`src/rtl/mem_access_arbiter.sv`:
```
// mem_access_arbiter: fixed-priority arbiter sharing one memory port between
// instruction fetches and load/store operands, with a bounded wait timeout.
`default_nettype none

module mem_access_arbiter #(
   parameter int WIDTH    = 5,
   parameter int DWIDTH   = 32,
   parameter int MAX_WAIT = 8
) (
   input  logic              clk,
   input  logic              rst_n,
   input  logic              inst_req,
   input  logic [WIDTH-1:0]  inst_addr,
   output logic              inst_gnt,
   input  logic              op_req,
   input  logic              op_we,
   input  logic [WIDTH-1:0]  op_addr,
   input  logic [DWIDTH-1:0] op_wdata,
   output logic              op_gnt,
   output logic              rvalid,
   output logic              rsrc,
   output logic [DWIDTH-1:0] rdata,
   output logic              err,
   output logic              sel,
   output logic [WIDTH-1:0]  mem_addr,
   output logic              mem_en,
   output logic              mem_we,
   output logic [DWIDTH-1:0] mem_wdata,
   input  logic [DWIDTH-1:0] mem_rdata,
   input  logic              mem_ready
);

   localparam int CW = $clog2(MAX_WAIT + 1);

   typedef enum logic [1:0] {
      S_IDLE = 2'd0,
      S_INST = 2'd1,
      S_OP   = 2'd2
   } state_t;

   state_t            r_state;
   state_t            w_next;
   logic              w_start_inst;
   logic              w_start_op;
   logic              w_done;
   logic              w_timeout;
   logic              w_src;

   logic [CW-1:0]     r_wait;
   logic              r_inst_gnt;
   logic              r_op_gnt;
   logic              r_rvalid;
   logic              r_rsrc;
   logic [DWIDTH-1:0] r_rdata;
   logic              r_err;
   logic              r_sel;
   logic [WIDTH-1:0]  r_mem_addr;
   logic              r_mem_en;
   logic              r_mem_we;
   logic [DWIDTH-1:0] r_mem_wdata;

   assign w_src = (r_state == S_OP);

   always_ff @(posedge clk or negedge rst_n) begin
      if (!rst_n) begin
         r_state <= S_IDLE;
      end else begin
         r_state <= w_next;
      end
   end

   // Operand requests take priority; completion beats timeout in the same cycle.
   always_comb begin
      w_next       = r_state;
      w_start_inst = 1'b0;
      w_start_op   = 1'b0;
      w_done       = 1'b0;
      w_timeout    = 1'b0;
      case (r_state)
         S_IDLE: begin
            if (op_req) begin
               w_next     = S_OP;
               w_start_op = 1'b1;
            end else if (inst_req) begin
               w_next       = S_INST;
               w_start_inst = 1'b1;
            end
         end
         S_INST, S_OP: begin
            if (mem_ready) begin
               w_next = S_IDLE;
               w_done = 1'b1;
            end else if (r_wait == CW'(MAX_WAIT - 1)) begin
               w_next    = S_IDLE;
               w_timeout = 1'b1;
            end
         end
         default: begin
            w_next = S_IDLE;
         end
      endcase
   end

   always_ff @(posedge clk or negedge rst_n) begin
      if (!rst_n) begin
         r_wait      <= '0;
         r_inst_gnt  <= 1'b0;
         r_op_gnt    <= 1'b0;
         r_rvalid    <= 1'b0;
         r_rsrc      <= 1'b0;
         r_rdata     <= '0;
         r_err       <= 1'b0;
         r_sel       <= 1'b0;
         r_mem_addr  <= '0;
         r_mem_en    <= 1'b0;
         r_mem_we    <= 1'b0;
         r_mem_wdata <= '0;
      end else begin
         r_inst_gnt <= w_start_inst;
         r_op_gnt   <= w_start_op;
         r_rvalid   <= w_done;
         r_err      <= w_timeout;

         if (w_start_op) begin
            r_wait      <= '0;
            r_sel       <= 1'b1;
            r_mem_addr  <= op_addr;
            r_mem_we    <= op_we;
            r_mem_wdata <= op_wdata;
            r_mem_en    <= 1'b1;
         end else if (w_start_inst) begin
            r_wait     <= '0;
            r_sel      <= 1'b0;
            r_mem_addr <= inst_addr;
            r_mem_we   <= 1'b0;
            r_mem_en   <= 1'b1;
         end else if (w_done || w_timeout) begin
            r_mem_en <= 1'b0;
            r_mem_we <= 1'b0;
            r_rsrc   <= w_src;
         end else if (r_state != S_IDLE && r_wait != CW'(MAX_WAIT)) begin
            r_wait <= r_wait + 1'b1;
         end

         if (w_done) begin
            r_rdata <= mem_rdata;
         end
      end
   end

   assign inst_gnt  = r_inst_gnt;
   assign op_gnt    = r_op_gnt;
   assign rvalid    = r_rvalid;
   assign rsrc      = r_rsrc;
   assign rdata     = r_rdata;
   assign err       = r_err;
   assign sel       = r_sel;
   assign mem_addr  = r_mem_addr;
   assign mem_en    = r_mem_en;
   assign mem_we    = r_mem_we;
   assign mem_wdata = r_mem_wdata;

endmodule

`default_nettype wire
```
`config.mk`:
```
export PLATFORM = sky130hd
export DESIGN_NAME = mem_access_arbiter
export DESIGN_NICKNAME = d
export VERILOG_FILES = /design/src/rtl/mem_access_arbiter.sv
export SDC_FILE = /design/constraint.sdc
export NUM_CORES = 1
export LEC_CHECK = 0
export CORE_ASPECT_RATIO = 1.4
export CORE_MARGIN = 1.5
export CORE_UTILIZATION = 34
export DETAILED_ROUTE_END_ITERATION = 6
export PLACE_DENSITY = 0.73
export SYNTH_ARGS = -nofsm -noshare
export SYNTH_HDL_FRONTEND = slang
export SYNTH_SLANG_ARGS = --single-unit
```
`constraint.sdc`:
```
create_clock -name clk -period 2.2 [get_ports clk]
set_input_delay 0.55 -clock clk [delete_from_list [all_inputs] [get_ports clk]]
set_output_delay 0.55 -clock clk [all_outputs]
set_load 0.01 [all_outputs]
```
==> flow_metrics.py <==
metrics = {
    "global_routing": {
        "grt_pass1_wl_mm": 12.3,
        "grt_max_degree": 84,
        "antenna_found_initial": 0,
        "globalRoute.totalOverflow": 0,
        "track_usage_pct": 15.8,
        "grt_pass1_vias": 2470,
    },
    "cts": {
        "cts_tree": "built",
        "clk_path_buf_depth": 2,
        "hold_buffers": 0,
        "worst_skew_pair.late_latency_ps": 330,
        "clk_pin_slew_ps": 60,
        "clock_sinks": 83,
        "cts_buffers": 9,
        "cts_setup_buffers": 0,
        "ctsResizeCount": 0,
        "clockRootBuffer": "clkbuf_16",
        "cts-htree-levels": 3,
    },
    "setup_path": {
        "cp-start-kind": "flop",
        "arrival_ps": 1240,
        "startpoint": "rdata[14]",
        "crit_required_ps": 1650,
        "cp.depth": 1,
        "cp_slowest_cell": "clkdlybuf4s50_1",
        "end_kind": "output port",
        "slowest_delay_ps": 560,
        "r2r_cells": 6,
        "crit_family": "buffers and inverters",
        "worstPathMaxFanout": 2,
        "cp_num_buf_inv": 1,
        "crit_chain": "clkdlybuf4s50_1",
        "r2r_start": "r_state[0]",
        "crit_type": "reg2out",
    },
    "timing": {
        "finalCritPeriodShare_pct": 81.4,
        "setup_violations": 0,
        "fin_skew_ps": 5.39,
        "drv_slew": 0,
        "tns_ps": 0,
        "slew_headroom_pct": 71.1,
        "grt_setup_unrepaired": "no",
        "fmax_mhz": 558,
        "fin_crit_ps": 1790,
        "setup_ws_ps": 409,
        "hold_viol": 0,
        "worstMarginPinSlew_ps": 434,
    },
    "run_status": {
        "status": "finished, violations left",
        "violations": "DRC",
    },
    "placed_design": {
        "dp_hpwl_mm": 5.61,
        "portBuffers": 156,
        "gp_congestion": 0.772,
        "dp_slack_ps": 204,
    },
    "synthesis": {
        "synth_fp_nets": 308,
        "synth_edf_count": 0,
        "synth_area_um2": 3230,
        "syn-instance-count": 224,
        "ys_warn_count": 0,
        "synth_seq_cells": 83,
        "synth.top_cell.area_share_pct": 64.3,
        "ys_top_cells_by_count": "dfrtp_1, mux2_2, nand2_1",
        "synth_area_leader_cell": "dfrtp_1",
        "yosysMostFrequentCell": "dfrtp_1",
        "ys_seq_area_share_pct": 64.3,
        "yosys.cell_types.count": 26,
        "synth_area_per_cell_um2": 14.4,
        "synth_ff_type": "dfrtp_1",
        "synthTopCellsByArea": "dfrtp_1, mux2_2, nand2_1",
        "synthArstFlopShare_pct": 100,
    },
    "power_and_ir_drop": {
        "cellPowerDensity_nw_per_um2": 1460,
        "swShare_pct": 28.9,
        "p_switching_mw": 2.25,
        "peakVddDrop_uv": 671,
        "p_comb_share_pct": 43.7,
        "seq_power_share_pct": 34.1,
        "leakagePower_nw": 2.26,
        "p_int_mw": 5.54,
        "p_total_mw": 7.78,
        "clkPwrFrac_pct": 22.1,
    },
    "floorplanning": {
        "die_w_um": 85.4,
        "coreArea_um2": 9130,
        "die_h_um": 118,
        "rows": 41,
        "dieArea_um2": 10100,
        "io-pin-count": 157,
        "start_util_pct": 35.4,
    },
    "detailed_routing": {
        "drt_iter0_markers": 67,
        "drtAntennaViolNets": 0,
        "wl_per_cell_um": 15.1,
        "firstDrtPassIters": 6,
        "vias": 2340,
        "drcViolationCount": 12,
        "vias_per_cell": 4.67,
        "wl_mm": 7.59,
    },
    "cells_and_area": {
        "syn2layout_area_growth_pct": 64.6,
        "fin_nets": 473,
        "n_fill_cell": 767,
        "n_antenna_cell": 0,
        "layout-drive-gt1-share_pct": 22.1,
    },
    "hold_path": {
        "hold_class": "in2async",
    },
    "flow_run": {
        "maxCapViolCount": 0,
    },
}
-- final timing paths --
kind,endpoint,slack (ps)
max,rdata[14],410
min,rdata[24],250
max reg2reg,rdata[4],510
min reg2reg,sel,480
max in group asynchronous,mem_wdata[0],1620
min in group clk,sel,480
-- logic make-up after synthesis --
family                     Yosys count  synth area share (%)
and+or+nand+nor                     39                  5.62
buffers and inverters               16                  2.28
adders and majority gates            4                  1.55
DFF                                 83                  64.3
muxes                               67                  23.3
AOI/OAI and AO/OA                   15                  2.98
-- flip-flops by register name, indices dropped and copies added, names as in the netlist, 2 cells and up --
name	flops
rdata	32
r_wait	4
mem_addr	5
mem_wdata	32
r_state	2
-- per-stage QoR --
step | util, % | instances | instance area [um2] | hold slack (ps)
after floorplan | - | 224 | 3230 | 254
after global placement | 54.4 | 485 | 4960 | 466
after detailed placement | 54.4 | 485 | 4960 | 465
after CTS | 58.2 | 501 | 5320 | 266
after global routing | 58.2 | 501 | 5320 | 280
final | 58.2 | 501 | 5320 | 254
-- power groups by stage --
stage	clock network, mW	registers (mW)	logic [mW]
CTS	1.78	2.67	3.46
global route	1.86	2.75	3.65
floorplan	0	2.99	1.20
detailed placement	0	2.69	3.46
global placement	0	2.65	3.38
finish	1.72	2.66	3.40
-- cell type report --
class                           count  area [um2]  area share [%]
Multi-Input combinational cell    125        1080            20.4
Clock buffer                       10         239            4.50
Inverter                            8        30.0           0.565
Clock inverter                      6         113            2.12
Timing Repair Buffer              162        1640            30.9
Tap cell                          107         134            2.52
Sequential cell                    83        2080            39.1
-- routing by layer --
metal | vias to the layer above | track usage (%) | part of all wire (%)
li1 | 1115 | - | -
met1 | 1113 | 17.1 | 37
met2 | 97 | 27.8 | 54
met3 | 15 | 4.47 | 6.7
met4 | 0 | 7.66 | 2.6
met5 | - | 0 | 0
-- cell usage in the layout, fill, tap and decap left out --
cell type | netlist | layout
clkbuf_8 | 0 | 1
clkdlybuf4s50_1 | 0 | 155
buf_12 | 0 | 3
bufinv_16 | 0 | 3
mux2i_1 | 2 | 2
a32o_1 | 1 | 1
buf_4 | 2 | 4
a22o_1 | 1 | 1
clkinv_2 | 0 | 1
nand3b_1 | 4 | 4
clkbuf_16 | 0 | 9
mux2_1 | 4 | 4
a21oi_1 | 1 | 1
o21ai_0 | 5 | 5
inv_2 | 1 | 1
nand2_1 | 23 | 22
inv_1 | 7 | 7
nand4_1 | 1 | 1
nand4b_1 | 1 | 1
dfrtp_1 | 83 | 83
nor2_1 | 6 | 6
nor2b_1 | 1 | 1
mux2_2 | 61 | 61
a31oi_1 | 5 | 5
clkinv_4 | 0 | 2
nand2_2 | 0 | 1
ha_1 | 4 | 4
o211ai_1 | 1 | 1
o21ai_2 | 1 | 1
nand3_1 | 1 | 1
nor3b_1 | 1 | 1
and4_1 | 1 | 1
No activity file was read; power rests on OpenSTA's default activity.
